## config.mk

```make
export PLATFORM = sky130hd
export DESIGN_NAME = serial_issue_queue
export DESIGN_NICKNAME = d
export VERILOG_FILES = /design/src/rtl/serial_issue_queue_pkg.sv /design/src/rtl/serial_issue_queue_rob_age_compare.sv /design/src/rtl/serial_issue_queue.sv
export SDC_FILE = /design/constraint.sdc
export NUM_CORES = 1
export LEC_CHECK = 0
export BUFFER_PORTS_ARGS = -buffer_cell sky130_fd_sc_hd__buf_2
export CAP_MARGIN = 20
export CORE_MARGIN = 2
export CORE_UTILIZATION = 40
export CTS_BUF_LIST = sky130_fd_sc_hd__clkbuf_4 sky130_fd_sc_hd__clkbuf_8
export DETAILED_ROUTE_END_ITERATION = 12
export PLACE_DENSITY = 0.59
export SKIP_CTS_REPAIR_TIMING = 1
export SLEW_MARGIN = 20
export SYNTH_ARGS = -nofsm -noshare
export SYNTH_HDL_FRONTEND = slang
export SYNTH_SLANG_ARGS = --single-unit
```

## constraint.sdc

```tcl
create_clock -name clk -period 14.8 [get_ports clk]
set_clock_uncertainty 0.2 [all_clocks]
set_input_delay 0.74 -clock clk [delete_from_list [all_inputs] [get_ports clk]]
set_output_delay 0.74 -clock clk [all_outputs]
set_load 0.01 [all_outputs]
```

## src/rtl/serial_issue_queue_pkg.sv

```systemverilog
// serial_issue_queue_pkg: shared entry status type, rob index type and rob age rule
package serial_issue_queue_pkg;
  localparam int PREG_W = 7;
  localparam int ROB_W = 6;
  typedef logic [ROB_W:0] rob_idx_t;
  typedef struct packed {
    logic we;
    logic [PREG_W-1:0] rs1;
    logic [PREG_W-1:0] rd;
    rob_idx_t rob_idx;
  } entry_t;
  function automatic logic is_younger(input rob_idx_t a, input rob_idx_t b);
    return (a[ROB_W] == b[ROB_W]) ? (a[ROB_W-1:0] > b[ROB_W-1:0]) : (a[ROB_W-1:0] < b[ROB_W-1:0]);
  endfunction
endpackage

```

## src/rtl/serial_issue_queue_rob_age_compare.sv

```systemverilog
// rob_age_compare: younger is high when rob index a is strictly younger than b
module rob_age_compare
  import serial_issue_queue_pkg::*;
(
  input  rob_idx_t a,
  input  rob_idx_t b,
  output logic     younger
);
  assign younger = is_younger(a, b);
endmodule

```

## src/rtl/serial_issue_queue.sv

```systemverilog
// serial_issue_queue: multi-lane enqueue, in-order single issue gated by commit, register read and wakeup handshakes
module serial_issue_queue
  import serial_issue_queue_pkg::*;
#(
  parameter int DEPTH = 8,
  parameter int ENQ_WIDTH = 2,
  parameter int DATA_WIDTH = 64,
  parameter int PREG_WIDTH = PREG_W,
  parameter int ROB_WIDTH = ROB_W,
  parameter int XLEN = 64
) (
  input  logic                              clk,
  input  logic                              rst,
  input  logic [ENQ_WIDTH-1:0]              enq_en,
  input  logic [ENQ_WIDTH-1:0]              enq_we,
  input  logic [ENQ_WIDTH*PREG_WIDTH-1:0]   enq_rs1,
  input  logic [ENQ_WIDTH*PREG_WIDTH-1:0]   enq_rd,
  input  logic [ENQ_WIDTH*(ROB_WIDTH+1)-1:0] enq_rob_idx,
  input  logic [ENQ_WIDTH*DATA_WIDTH-1:0]   enq_data,
  output logic                              enq_full,
  output logic [$clog2(DEPTH):0]            count,
  input  logic [ROB_WIDTH:0]                commit_rob_idx,
  input  logic                              redirect,
  input  logic [ROB_WIDTH:0]                redirect_idx,
  output logic                              reg_en,
  output logic [PREG_WIDTH-1:0]             reg_preg,
  input  logic                              reg_ready,
  input  logic [XLEN-1:0]                   reg_data,
  output logic                              wakeup_en,
  output logic                              wakeup_we,
  output logic [PREG_WIDTH-1:0]             wakeup_rd,
  input  logic                              wakeup_ready,
  output logic                              iss_valid,
  output logic [DATA_WIDTH-1:0]             iss_data,
  output logic                              iss_we,
  output logic [PREG_WIDTH-1:0]             iss_rd,
  output logic [ROB_WIDTH:0]                iss_rob_idx,
  output logic [XLEN-1:0]                   iss_rdata
);
  localparam int AW = $clog2(DEPTH);
  entry_t st_mem [DEPTH];
  logic [DATA_WIDTH-1:0] data_mem [DEPTH];
  logic [AW:0] head, tail, n_enq, keep_n;
  logic [AW:0] lane_ofs [ENQ_WIDTH];
  logic [AW-1:0] wr_idx [ENQ_WIDTH];
  logic [DEPTH-1:0] ent_younger;
  logic empty, enq_ok, sel, pop, iss_valid_q, iss_younger;
  entry_t head_ent;
  assign count = tail - head;
  assign empty = head == tail;
  assign enq_full = ((AW+1)'(DEPTH) - count) < (AW+1)'(ENQ_WIDTH);
  assign enq_ok = !enq_full && !redirect;
  assign head_ent = st_mem[head[AW-1:0]];
  assign sel = !empty && head_ent.rob_idx == commit_rob_idx && !redirect;
  assign reg_en = sel;
  assign reg_preg = head_ent.rs1;
  assign wakeup_en = sel && reg_ready;
  assign wakeup_we = head_ent.we;
  assign wakeup_rd = head_ent.rd;
  assign pop = wakeup_en && wakeup_ready;
  assign iss_valid = iss_valid_q && !(redirect && iss_younger);
  assign iss_rdata = reg_data;
  always_comb begin
    n_enq = '0;
    for (int i = 0; i < ENQ_WIDTH; i++) begin
      lane_ofs[i] = n_enq;
      wr_idx[i] = tail[AW-1:0] + lane_ofs[i][AW-1:0];
      n_enq = n_enq + (AW+1)'(enq_en[i]);
    end
  end
  genvar k;
  for (k = 0; k < DEPTH; k++) begin : g_age
    rob_age_compare u_cmp (.a(st_mem[k].rob_idx), .b(redirect_idx), .younger(ent_younger[k]));
  end
  rob_age_compare u_iss_cmp (.a(iss_rob_idx), .b(redirect_idx), .younger(iss_younger));
  // surviving entries form a prefix from head, so counting them gives the new tail offset
  always_comb begin
    keep_n = '0;
    for (int j = 0; j < DEPTH; j++)
      if ({1'b0, AW'(j) - head[AW-1:0]} < count && !ent_younger[j]) keep_n = keep_n + (AW+1)'(1);
  end
  always_ff @(posedge clk)
    for (int i = 0; i < ENQ_WIDTH; i++)
      if (enq_ok && enq_en[i]) begin
        st_mem[wr_idx[i]] <= '{we: enq_we[i], rs1: enq_rs1[i*PREG_WIDTH +: PREG_WIDTH],
                               rd: enq_rd[i*PREG_WIDTH +: PREG_WIDTH],
                               rob_idx: enq_rob_idx[i*(ROB_WIDTH+1) +: ROB_WIDTH+1]};
        data_mem[wr_idx[i]] <= enq_data[i*DATA_WIDTH +: DATA_WIDTH];
      end
  always_ff @(posedge clk)
    if (rst) begin
      head <= '0;
      tail <= '0;
      iss_valid_q <= 1'b0;
      iss_data <= '0;
      iss_we <= 1'b0;
      iss_rd <= '0;
      iss_rob_idx <= '0;
    end else begin
      head <= head + (AW+1)'(pop);
      tail <= redirect ? head + keep_n : tail + (enq_ok ? n_enq : '0);
      iss_valid_q <= pop;
      if (pop) begin
        iss_data <= data_mem[head[AW-1:0]];
        iss_we <= head_ent.we;
        iss_rd <= head_ent.rd;
        iss_rob_idx <= head_ent.rob_idx;
      end
    end
endmodule

```

# After elaboration in Yosys (flattened, before gate mapping)

Memory sizes are Yosys's and may differ from the RTL's. A register that Yosys moved wholly into a read port is not among the register bits.
Cells that the tools add are included.

Add/sub/neg operators: 22
$mul: 0
Div/mod/pow operators: 0
Magnitude comparators: 27
Equality and inequality tests: 11
Shift-type cells: 0
Multiplexer cells: 24
Bitwise logic cells: 0
Reductions and logical operators: 29

Operator list:

| operator                                                   | count |
|---|---|
| greater-than comparator 6 bit                              | 9 |
| less-than comparator 6 bit                                 | 9 |
| less-than comparator 3 x 4 -> 1 bit                        | 8 |
| two-way mux 4 bit                                          | 8 |
| adder 4 x 1 -> 4 bit, second input constant                | 7 |
| logical AND 1 bit                                          | 17 |
| two-way mux 1 bit                                          | 14 |
| zero test 1 bit                                            | 12 |
| subtractor 3 bit, first input constant                     | 4 |
| == test 1 bit                                              | 9 |
| == test 7 bit                                              | 1 |
| subtractor 1 x 3 -> 3 bit, first input constant            | 2 |
| subtractor 2 x 3 -> 3 bit, first input constant            | 2 |
| adder 4 x 1 -> 4 bit                                       | 1 |
| adder 4 x 2 -> 4 bit                                       | 1 |
| adder 4 bit                                                | 1 |
| == test 4 bit                                              | 1 |
| less-than comparator 4 x 2 -> 1 bit, second input constant | 1 |
| subtractor 4 bit                                           | 1 |
| subtractor 4 bit, first input constant                     | 1 |
| adder 3 x 1 -> 3 bit                                       | 1 |
| two-way mux 3 bit                                          | 1 |
| adder 1 x 1 -> 2 bit                                       | 1 |
| two-way mux 2 bit                                          | 1 |

Bits in registers: 24
Bits in latches: 0
Memory bits (writable): 688
ROM bits: 0
Output and inout port bits: 166
Logic and storage cells: 121
Memories: 2

Memories:

| memory   | depth | bits a word | read ports | clocked after Yosys merged registers in | wr ports | RTL line                 | text |
|---|---|---|---|---|---|---|---|
| data_mem | 8     | 64          | 1          | 1                                       | 2        | serial_issue_queue.sv:42 | `logic [DATA_WIDTH-1:0] data_mem [DEPTH];` |
| st_mem   | 8     | 22          | 9          | 1                                       | 2        | serial_issue_queue.sv:41 | `entry_t st_mem [DEPTH];` |

# Logic depth before layout (Yosys ltp)

Gate-level depths: netlist of the first run.
An unclocked memory read counts as a cell.

Depth in word-level cells: 22
Mapped depth: 36
Mapped depth without buffers: 34

# By module

Synthesis of the first run repeated with hierarchy kept, for this count alone.

Cells, all modules: 2663
Area, all modules: 40488.8 µm²

Modules (own cells, without submodules):

| module             | instances | cells each | area an instance (µm²) | sequential area each (µm²) |
|---|---|---|---|---|
| serial_issue_queue | 1         | 2456       | 38912.3                | 22421.5 |
| rob_age_compare    | 9         | 23         | 175.2                  | 0.0 |

# Worst setup path before layout of the first run

No wires, ideal clock.

Path type: reg-to-reg
Start: register head[1]
End: memory data_mem[2][0], enable pin
Arrival: 9843 ps
Path slack: 4098 ps
Stages on the path, launching flop included: 16
Period minus slack after synthesis: 10702 ps
Path through: dfxtp_1 > clkbuf_1 > clkbuf_1 > buf_1 > inv_1 > ha_1 > and3b_1 > or3_4 > nand2_1 > inv_2 > xnor2_1 > nand3_1 > a21oi_1 > nor2_1 > nand3_1 > o31ai_1

RTL lines:

| what                     | RTL line                  | text |
|---|---|---|
| start: declaration       | serial_issue_queue.sv:43  | `logic [AW:0] head, tail, n_enq, keep_n;` |
| start signal: assignment | serial_issue_queue.sv:100 | `head <= head + (AW+1)'(pop);` |
| end: declaration         | serial_issue_queue.sv:42  |  |

# Worst setup path after layout of the first run

Start: register head[2]
End: register tail[3]

Longest elaborated chain between the ends: 20

RTL lines:

| what                                                          | RTL line                                           | text |
|---|---|---|
| subtractor 4 bit or subtractor 1 x 3 -> 3 bit (tied branches) | serial_issue_queue.sv:49, serial_issue_queue.sv:80 |  |
| less-than comparator 3 x 4 -> 1 bit                           | serial_issue_queue.sv:80                           | `if ({1'b0, AW'(j) - head[AW-1:0]} < count && !ent_younger[j]) keep_n = keep_n + (AW+1)'(1);` |
| logical AND 1 bit                                             | serial_issue_queue.sv:80                           |  |
| two-way mux 1 bit                                             | serial_issue_queue.sv:80                           |  |
| adder 4 x 1 -> 4 bit                                          | serial_issue_queue.sv:80                           |  |
| two-way mux 4 bit                                             | serial_issue_queue.sv:80                           |  |
| adder 4 x 1 -> 4 bit                                          | serial_issue_queue.sv:80                           |  |
| two-way mux 4 bit                                             | serial_issue_queue.sv:80                           |  |
| (+4 left out)                                                 | -                                                  |  |
| adder 4 x 1 -> 4 bit                                          | serial_issue_queue.sv:80                           |  |
| two-way mux 4 bit                                             | serial_issue_queue.sv:80                           |  |
| adder 4 x 1 -> 4 bit                                          | serial_issue_queue.sv:80                           |  |
| two-way mux 4 bit                                             | serial_issue_queue.sv:80                           |  |
| adder 4 x 1 -> 4 bit                                          | serial_issue_queue.sv:80                           |  |
| two-way mux 4 bit                                             | serial_issue_queue.sv:80                           |  |
| adder 4 bit                                                   | serial_issue_queue.sv:101                          | `tail <= redirect ? head + keep_n : tail + (enq_ok ? n_enq : '0);` |
| two-way mux 4 bit *                                           | serial_issue_queue.sv:101                          |  |
| end signal: assignment                                        | serial_issue_queue.sv:101                          |  |
| end: declaration                                              | serial_issue_queue.sv:43                           |  |

Mark *: on every way between the ends. The rest lies on a longest branch, timed or not.
A chain may end at the register's enable or synchronous reset.

==> run_summary.xml, run 1 <==
<?xml version="1.0" encoding="UTF-8"?>
<metrics>
  <group name="synthesis">
    <metric name="yosysWarnings" unit="">0</metric>
    <metric name="synth_async_sr_flop_share" unit="">0</metric>
    <metric name="synthAdderAreaFrac" unit="">0.0280</metric>
    <metric name="library_cell_with_the_highest_instance_count_after_synthesis" unit="">sky130_fd_sc_hd__edfxtp_1</metric>
    <metric name="synth_cells" unit="">2629</metric>
    <metric name="syn-num-nets" unit="">2972</metric>
    <metric name="synth_top_area_share" unit="">0.514</metric>
    <metric name="yosys_register_bits" unit="">776</metric>
    <metric name="syn-cell-area" unit="mm2">0.0402</metric>
    <metric name="ys.flop_type" unit="">sky130_fd_sc_hd__edfxtp_1</metric>
    <metric name="synth_simple_gate_area_frac" unit="">0.0422</metric>
    <metric name="synthesized_area_fraction_occupied_by_ao_oa_aoi_and_oai_cells" unit="">0.0317</metric>
    <metric name="postSynthAreaPerCell" unit="um2">15.3</metric>
    <metric name="synth.cells.most_frequent" unit="">688 x sky130_fd_sc_hd__edfxtp_1, 683 x sky130_fd_sc_hd__mux2_2, 212 x sky130_fd_sc_hd__nand2_1</metric>
    <metric name="synth.distinct_cells" unit="">73</metric>
    <metric name="synth.yosys.seq_area_share" unit="">0.558</metric>
    <metric name="synth_mux_area_frac" unit="">0.294</metric>
    <metric name="synth.largest_area_cell" unit="">sky130_fd_sc_hd__edfxtp_1</metric>
    <metric name="synth-edff-count" unit="">688</metric>
    <metric name="synth.top_cells.by_area" unit="">sky130_fd_sc_hd__edfxtp_1 51%, sky130_fd_sc_hd__mux2_2 19%, sky130_fd_sc_hd__mux4_2 9.6%, sky130_fd_sc_hd__dfxtp_1 4.4%, sky130_fd_sc_hd__ha_1 2.6%</metric>
    <metric name="synth_xor_area_frac" unit="">0.0113</metric>
    <metric name="dominant_combinational_cell_family_by_area_after_synthesis" unit="">multiplexers</metric>
  </group>
  <group name="final_layout">
    <metric name="layout-drive-gt1-share" unit="">0.493</metric>
    <metric name="final_nets" unit="">3212</metric>
    <metric name="multi_input_comb_area" unit="mm2">0.0166</metric>
    <metric name="regArea" unit="mm2">0.0224</metric>
    <metric name="filler_cell_count" unit="">8836</metric>
    <metric name="synthToLayoutAreaGrowth" unit="%">13.2</metric>
    <metric name="post_layout_nonfiller_instances" unit="">4292</metric>
    <metric name="final_core_util" unit="">0.456</metric>
  </group>
  <group name="timing">
    <metric name="report.final.setup_viol" unit="">0</metric>
    <metric name="grt_setup_unrepaired" unit="">no</metric>
    <metric name="slew_viols_final" unit="">0</metric>
    <metric name="timing_hold_violations_final" unit="">0</metric>
    <metric name="min_period" unit="ps">8570</metric>
    <metric name="max_clock_freq" unit="MHz">117</metric>
    <metric name="fin_tns_setup" unit="ps">0</metric>
    <metric name="timing.final.crit_share" unit="">0.579</metric>
    <metric name="max_slew_margin" unit="">0.242</metric>
    <metric name="tightestPinTransition" unit="ps">1140</metric>
  </group>
  <group name="clock_network">
    <metric name="clockBufferDepth" unit="">3</metric>
    <metric name="htree_num_levels" unit="">4</metric>
    <metric name="clock-sinks" unit="">776</metric>
    <metric name="clk_pin_slew_worst_paths" unit="ps">50</metric>
    <metric name="ctsRootBufferMaster" unit="">sky130_fd_sc_hd__clkbuf_8</metric>
    <metric name="clk_latency" unit="ps">820</metric>
    <metric name="cts_inserted_buffers" unit="">143</metric>
    <metric name="clock_tree_from_tritoncts" unit="">yes</metric>
  </group>
  <group name="run_status">
    <metric name="status" unit="">completed</metric>
  </group>
  <group name="power_and_ir_drop">
    <metric name="leakagePower" unit="nW">15.9</metric>
    <metric name="power.sequential.fraction" unit="">0.429</metric>
    <metric name="switching_share" unit="">0.294</metric>
    <metric name="total_power" unit="mW">6.46</metric>
    <metric name="share_clk_of_total_power" unit="">0.324</metric>
    <metric name="net-switching-power" unit="mW">1.90</metric>
    <metric name="power.combinational.fraction" unit="">0.247</metric>
    <metric name="p_int" unit="mW">4.56</metric>
    <metric name="max-vdd-ir-drop" unit="V">0.0000892</metric>
    <metric name="power_density_of_the_placed_cells" unit="mW/mm2">142</metric>
  </group>
  <group name="floorplan">
    <metric name="top_level_ports" unit="">423</metric>
    <metric name="row_count" unit="">116</metric>
    <metric name="chipWidth" unit="um">321</metric>
    <metric name="core" unit="mm2">0.0999</metric>
    <metric name="overall_die_height" unit="um">321</metric>
    <metric name="fp.dieArea" unit="mm2">0.103</metric>
    <metric name="start_util" unit="">0.403</metric>
  </group>
  <group name="setup_path">
    <metric name="largest_fanout_on_the_critical_path" unit="">45</metric>
    <metric name="critical_path.most_common_cell" unit="">sky130_fd_sc_hd__ha_1</metric>
    <metric name="crit_path_largest_cell_delay" unit="ps">880</metric>
    <metric name="critical_path_required" unit="ps">15300</metric>
    <metric name="crit_path_end_kind" unit="">register</metric>
    <metric name="timing.setup.critical_path_class" unit="">reg -&gt; reg</metric>
    <metric name="critical_path.startpoint_type" unit="">register</metric>
    <metric name="worst-endpoint-arrival" unit="ps">9060</metric>
    <metric name="crit_path_top_delay_cell" unit="">sky130_fd_sc_hd__dfxtp_4</metric>
  </group>
  <group name="route">
    <metric name="initialDrtViolationCount" unit="">1978</metric>
    <metric name="antenna_violating_nets_left" unit="">0</metric>
    <metric name="num_vias" unit="">24700</metric>
    <metric name="vias_per_cell" unit="">5.76</metric>
    <metric name="postRouteWirelength" unit="um">121000</metric>
    <metric name="drt-wirelength-per-cell" unit="um">28.2</metric>
    <metric name="detailedRoute.firstPassIterationCount" unit="">4</metric>
    <metric name="route.detailed.drc" unit="">0</metric>
  </group>
  <group name="placement">
    <metric name="io_buffers" unit="">294</metric>
    <metric name="gpl.final_weighted_congestion" unit="">0.906</metric>
    <metric name="place_hpwl" unit="um">66500</metric>
    <metric name="dp_cells" unit="">4022</metric>
  </group>
  <group name="global_route">
    <metric name="track_usage" unit="">0.233</metric>
    <metric name="first_global_vias" unit="">26000</metric>
    <metric name="grt_first_pass_wirelength" unit="um">176000</metric>
    <metric name="pin_count_of_the_biggest_net_entering_global_routing" unit="">149</metric>
    <metric name="number_of_antenna_violations_at_the_first_check_in_global_routing" unit="">46</metric>
    <metric name="grt_overflow_total" unit="">0</metric>
  </group>
  <group name="worst_hold_path">
    <metric name="hold_class" unit="">in -&gt; reg</metric>
  </group>
  <group name="flow_run">
    <metric name="max_cap_viols" unit="">0</metric>
  </group>
</metrics>
## sequential cells by signal, summed over array words and instances, names as in the netlist
register,flops
st_mem,176
iss_rob_idx,7
tail,4
iss_data,64
head,4
data_mem,512
iss_we,1
iss_rd,7
iss_valid_q,1
## worst max-delay path, delay by kind of cell (launching register included)
kind | cells | cell delay [ps]
compound gates | 6 | 1180
xor+xnor | 3 | 760
fa+ha+maj | 6 | 2190
buf+inv | 2 | 650
flops | 1 | 880
simple gates | 12 | 2570
## logic make-up (layout without fill, tap and decap cells)
logic type	count (synthesis)	after routing
and+or+nand+nor	393	393
AOI/OAI and AO/OA	165	165
other	0	13
DFF	776	776
adders and majority gates	88	88
muxes	881	881
xor gates and xnor gates	43	43
buffers and inverters	283	635
## routing by layer
metal  routed length [um]  global-route usage
met3                 9250              0.0645
met2                58100               0.380
met4                 3130              0.0785
met1                50200               0.298
met5                  302                   0
## final timing paths
check                           slack [ps]  cells after the start                endpoint              startpoint
worst max-delay path                  6230                     29      tail[3]$_SDFF_PP0_      head[2]$_SDFF_PP0_
worst max register to register        6230                     29      tail[3]$_SDFF_PP0_      head[2]$_SDFF_PP0_
worst min register to register         290                      2  iss_rd[4]$_SDFFE_PP0P_  iss_rd[4]$_SDFFE_PP0P_
worst min-delay path                    40                      3  iss_valid_q$_SDFF_PP0_            wakeup_ready
## layout make-up
cell class,count,area share
clock inverter,30,0.00495
clock buffer,227,0.0583
sequential,776,0.493
multi-input combinational,1570,0.364
timing repair buffer,334,0.0399
tap,1298,0.0357
antenna,13,0.000715
inverter,44,0.00368
## power groups by stage
stage	sequential (mW)	combinational (mW)	clock (mW)
2_1_floorplan	2.85	1.13	0
3_3_place_gp	2.81	1.56	0
3_5_place_dp	2.82	1.59	0
4_1_cts	2.78	1.60	2.14
5_1_grt	2.79	1.73	2.23
6_report	2.77	1.59	2.09
## per-stage QoR
| step | hold slack, ps | area (um2) | setup WS [ps] |
|---|---|---|---|
| floorplan | 318 | 40200 | 4100 |
| global placement | 271 | 42600 | 6730 |
| detailed placement | 279 | 42600 | 6300 |
| CTS | -37.6 | 45500 | 6230 |
| global route | 8.58 | 45500 | 5790 |
| finish | 40.0 | 45500 | 6230 |
## cell usage in the layout, fill, tap and decap left out, types with 7 or more instances in the layout
cell,n
sky130_fd_sc_hd__a211oi_1,11
sky130_fd_sc_hd__nand4_1,7
sky130_fd_sc_hd__edfxtp_1,688
sky130_fd_sc_hd__xor2_1,19
sky130_fd_sc_hd__nor3_1,7
sky130_fd_sc_hd__clkbuf_4,75
sky130_fd_sc_hd__nand2_1,208
sky130_fd_sc_hd__a21oi_1,22
sky130_fd_sc_hd__xnor2_1,18
sky130_fd_sc_hd__buf_4,37
sky130_fd_sc_hd__clkbuf_8,152
sky130_fd_sc_hd__mux2i_1,20
sky130_fd_sc_hd__ha_1,82
sky130_fd_sc_hd__mux4_2,172
sky130_fd_sc_hd__buf_2,293
sky130_fd_sc_hd__inv_1,42
sky130_fd_sc_hd__a311oi_1,65
sky130_fd_sc_hd__dfxtp_1,85
sky130_fd_sc_hd__diode_2,13
sky130_fd_sc_hd__mux2_2,683
sky130_fd_sc_hd__nand3_1,12
sky130_fd_sc_hd__nand2b_1,7
sky130_fd_sc_hd__o21ai_0,18
sky130_fd_sc_hd__clkinv_1,15
sky130_fd_sc_hd__nor2b_1,7
sky130_fd_sc_hd__a21o_1,11
sky130_fd_sc_hd__nor2_1,107
No activity file was read; power rests on OpenSTA's default activity.
==> run 2: changes to the inputs <==
ABC_AREA = 1   (was default)
clock period = 7.9 ns   (was 14.8 ns; I/O delays follow)
==> run 2 against run 1 <==
Sequential power rose by 90%. Power up 85%. Cell count rose by 45%. Critical path depth grew 14. Critical endpoint unchanged. Highest routed layer unchanged.
==> run_summary.xml, run 2 <==
<?xml version="1.0" encoding="UTF-8"?>
<metrics>
  <group name="run_status">
    <metric name="status" unit="">completed</metric>
  </group>
  <group name="timing">
    <metric name="min_period" unit="ps">7130</metric>
    <metric name="timing.final.crit_share" unit="">0.902</metric>
    <metric name="max_slew_margin" unit="">0.257</metric>
    <metric name="report.final.setup_viol" unit="">0</metric>
    <metric name="tightestPinTransition" unit="ps">1110</metric>
    <metric name="grt_setup_unrepaired" unit="">no</metric>
    <metric name="worst_hold_slack" unit="ps">61.8</metric>
    <metric name="max_clock_freq" unit="MHz">140</metric>
    <metric name="setup_ws" unit="ps">774</metric>
    <metric name="slew_viols_final" unit="">0</metric>
    <metric name="timing_hold_violations_final" unit="">0</metric>
  </group>
  <group name="clock_network">
    <metric name="cts_inserted_buffers" unit="">139</metric>
    <metric name="clk_latency" unit="ps">820</metric>
    <metric name="clock-sinks" unit="">776</metric>
    <metric name="clock_tree_from_tritoncts" unit="">yes</metric>
    <metric name="ctsRootBufferMaster" unit="">sky130_fd_sc_hd__clkbuf_8</metric>
    <metric name="clockBufferDepth" unit="">3</metric>
    <metric name="clk_pin_slew_worst_paths" unit="ps">70</metric>
    <metric name="htree_num_levels" unit="">4</metric>
  </group>
  <group name="synthesis">
    <metric name="syn-cell-area" unit="mm2">0.0403</metric>
    <metric name="yosys_register_bits" unit="">776</metric>
    <metric name="synth.largest_area_cell" unit="">sky130_fd_sc_hd__edfxtp_1</metric>
    <metric name="synth_cells" unit="">4427</metric>
    <metric name="synth.cells.most_frequent" unit="">1152 x sky130_fd_sc_hd__o21ai_0, 846 x sky130_fd_sc_hd__nand2_1, 688 x sky130_fd_sc_hd__edfxtp_1</metric>
    <metric name="syn-num-nets" unit="">4770</metric>
    <metric name="synth-edff-count" unit="">688</metric>
    <metric name="synth_async_sr_flop_share" unit="">0</metric>
    <metric name="synth_top_area_share" unit="">0.512</metric>
    <metric name="library_cell_with_the_highest_instance_count_after_synthesis" unit="">sky130_fd_sc_hd__o21ai_0</metric>
    <metric name="synth.distinct_cells" unit="">47</metric>
    <metric name="postSynthAreaPerCell" unit="um2">9.11</metric>
    <metric name="synth.yosys.seq_area_share" unit="">0.556</metric>
    <metric name="synth.top_cells.by_area" unit="">sky130_fd_sc_hd__edfxtp_1 51%, sky130_fd_sc_hd__o21ai_0 14%, sky130_fd_sc_hd__nand2_1 7.9%, sky130_fd_sc_hd__dfxtp_1 4.4%, sky130_fd_sc_hd__nor2_1 4.2%</metric>
    <metric name="ys.flop_type" unit="">sky130_fd_sc_hd__edfxtp_1</metric>
    <metric name="yosysWarnings" unit="">0</metric>
  </group>
  <group name="power_and_ir_drop">
    <metric name="leakagePower" unit="nW">18.5</metric>
    <metric name="max-vdd-ir-drop" unit="V">0.000162</metric>
    <metric name="power_density_of_the_placed_cells" unit="mW/mm2">252</metric>
  </group>
  <group name="placement">
    <metric name="gpl.final_weighted_congestion" unit="">0.870</metric>
    <metric name="post_place_setup_slack" unit="ps">891</metric>
    <metric name="io_buffers" unit="">294</metric>
    <metric name="place_area" unit="mm2">0.0418</metric>
    <metric name="place_hpwl" unit="um">71000</metric>
  </group>
  <group name="floorplan">
    <metric name="top_level_ports" unit="">423</metric>
    <metric name="overall_die_height" unit="um">322</metric>
    <metric name="chipWidth" unit="um">322</metric>
    <metric name="core" unit="mm2">0.100</metric>
    <metric name="row_count" unit="">116</metric>
    <metric name="fp.dieArea" unit="mm2">0.103</metric>
    <metric name="start_util" unit="">0.403</metric>
  </group>
  <group name="worst_hold_path">
    <metric name="hold_path.startpoint" unit="">enq_en[1]</metric>
    <metric name="hold_class" unit="">in -&gt; reg</metric>
    <metric name="hold_depth" unit="">5</metric>
    <metric name="hold-path-endpoint" unit="">tail[1]$_SDFF_PP0_</metric>
  </group>
  <group name="final_layout">
    <metric name="largest_reg_flops" unit="">512</metric>
    <metric name="synthToLayoutAreaGrowth" unit="%">17.3</metric>
    <metric name="final_nets" unit="">5128</metric>
    <metric name="finish.instance_area" unit="mm2">0.0473</metric>
    <metric name="layout_commonest_cell" unit="">sky130_fd_sc_hd__o21ai_0</metric>
    <metric name="layout-drive-gt1-share" unit="">0.132</metric>
    <metric name="mostFrequentLayoutCells" unit="">1148 x sky130_fd_sc_hd__o21ai_0, 842 x sky130_fd_sc_hd__nand2_1, 688 x sky130_fd_sc_hd__edfxtp_1</metric>
    <metric name="final_core_util" unit="">0.473</metric>
  </group>
  <group name="global_route">
    <metric name="first_global_vias" unit="">30500</metric>
    <metric name="gr-usage-met1" unit="">0.308</metric>
    <metric name="groute.layer.met2.usage" unit="">0.400</metric>
    <metric name="top_usage_layer_grt" unit="">met2</metric>
    <metric name="grt_use_met3" unit="">0.0540</metric>
    <metric name="grt_first_pass_wirelength" unit="um">187000</metric>
    <metric name="pin_count_of_the_biggest_net_entering_global_routing" unit="">161</metric>
    <metric name="grt_overflow_total" unit="">0</metric>
    <metric name="track_usage" unit="">0.239</metric>
    <metric name="number_of_antenna_violations_at_the_first_check_in_global_routing" unit="">20</metric>
  </group>
  <group name="setup_path">
    <metric name="crit_path_top_delay_cell" unit="">sky130_fd_sc_hd__dfxtp_1</metric>
    <metric name="rr_endpoint" unit="">tail[3]$_SDFF_PP0_</metric>
    <metric name="setup.reg_to_reg.worst_slack" unit="ps">770</metric>
    <metric name="largest_fanout_on_the_critical_path" unit="">8</metric>
    <metric name="critical_path_required" unit="ps">8450</metric>
    <metric name="critical_path.startpoint_type" unit="">register</metric>
    <metric name="worst_r2r_path_depth" unit="">43</metric>
    <metric name="crit_path_end_kind" unit="">register</metric>
    <metric name="crit_path_largest_cell_delay" unit="ps">670</metric>
    <metric name="r2r-start" unit="">tail[0]$_SDFF_PP0_</metric>
    <metric name="worst-endpoint-arrival" unit="ps">7670</metric>
    <metric name="timing.setup.critical_path_class" unit="">reg -&gt; reg</metric>
    <metric name="cp-startpoint" unit="">tail[0]$_SDFF_PP0_</metric>
    <metric name="critical_path.most_common_cell" unit="">sky130_fd_sc_hd__nand2_1</metric>
  </group>
  <group name="route">
    <metric name="vias_per_cell" unit="">5.37</metric>
    <metric name="initialDrtViolationCount" unit="">2898</metric>
    <metric name="drt-wirelength-per-cell" unit="um">20.4</metric>
    <metric name="route.detailed.drc" unit="">0</metric>
    <metric name="detailedRoute.firstPassIterationCount" unit="">7</metric>
    <metric name="postRouteWirelength" unit="um">127000</metric>
    <metric name="num_vias" unit="">33400</metric>
    <metric name="antenna_violating_nets_left" unit="">0</metric>
  </group>
  <group name="flow_run">
    <metric name="max_cap_viols" unit="">0</metric>
  </group>
</metrics>
## run 2: cell count changes after synthesis, sizes merged, moves of 18 or more
cell	previous run	this run
o221ai	3	67
o21ai	24	1206
a21oi	22	101
o22ai	1	92
mux2i	20	1
nand3	15	53
nor2	108	459
nand2	212	863
clkbuf	61	191
mux2	689	0
a31oi	0	18
a311oi	65	0
inv	44	275
mux4	172	0
## run 2: layout make-up
type	instances	area (um2)
repair buffers	603	4510
flip-flops and latches	776	22400
multi-input cells	2989	14800
well taps	1298	1620
clock buffers	213	2560
inverters	276	1050
fillers	9339	52700
diodes	9	22.5
clock inverters	43	273
## run 2: cell families (layout without fill, tap and decap cells)
logic type	Yosys count	count (layout)	share of synthesized area
mux	1	1	0.000248
fa+ha+maj	86	86	0.0274
compound gates	1496	1496	0.196
other cells	0	9	0
xor+xnor	19	19	0.00412
flops	776	776	0.556
buf+inv	662	1135	0.0796
simple gates	1387	1387	0.136
## run 2: critical path, delay by kind of cell, from the launching register on
| kind | cells | cell delay, ps |
|---|---|---|
| AOI/OAI and AO/OA | 3 | 610 |
| DFF | 1 | 670 |
| adders and majority gates | 8 | 2400 |
| buffers and inverters | 6 | 810 |
| xor gates and xnor gates | 1 | 170 |
| and+or+nand+nor | 25 | 2180 |
## run 2: per-layer routing
metal  routed length, um  vias to the layer above  share of wire
met5                 110                        -        0.00087
met4                2690                       18          0.021
met3                8630                      224          0.068
met2               60900                     1139           0.48
met1               54300                    15900           0.43
li1                    -                    16100              -
## run 2: where the power goes
group / leakage (nW) / internal (mW) / total [mW] / switching, mW
combinational: 10.1 / 0.878 / 2.83 / 1.95
sequential: 6.95 / 5.14 / 5.26 / 0.122
clock: 1.51 / 2.11 / 3.83 / 1.72
## run 2: metrics by stage
stage	std cells	TNS [ps]	power [mW]
after global routing	6204	0	12.5
final	6207	0	11.9
after floorplan	4427	-629150	7.26
after global placement	5681	0	7.95
after detailed placement	5681	0	7.99
after CTS	5937	0	11.8
## run 2: worst max-delay path by stage
stage	end	slack, ps	depth (start not counted)
floorplan	data_mem[4][0]$_DFFE_PP_	-1830	18
global placement	tail[3]$_SDFF_PP0_	990	42
detailed placement	tail[3]$_SDFF_PP0_	890	43
CTS	tail[3]$_SDFF_PP0_	830	43
global route	tail[3]$_SDFF_PP0_	110	43
finish	tail[3]$_SDFF_PP0_	770	43
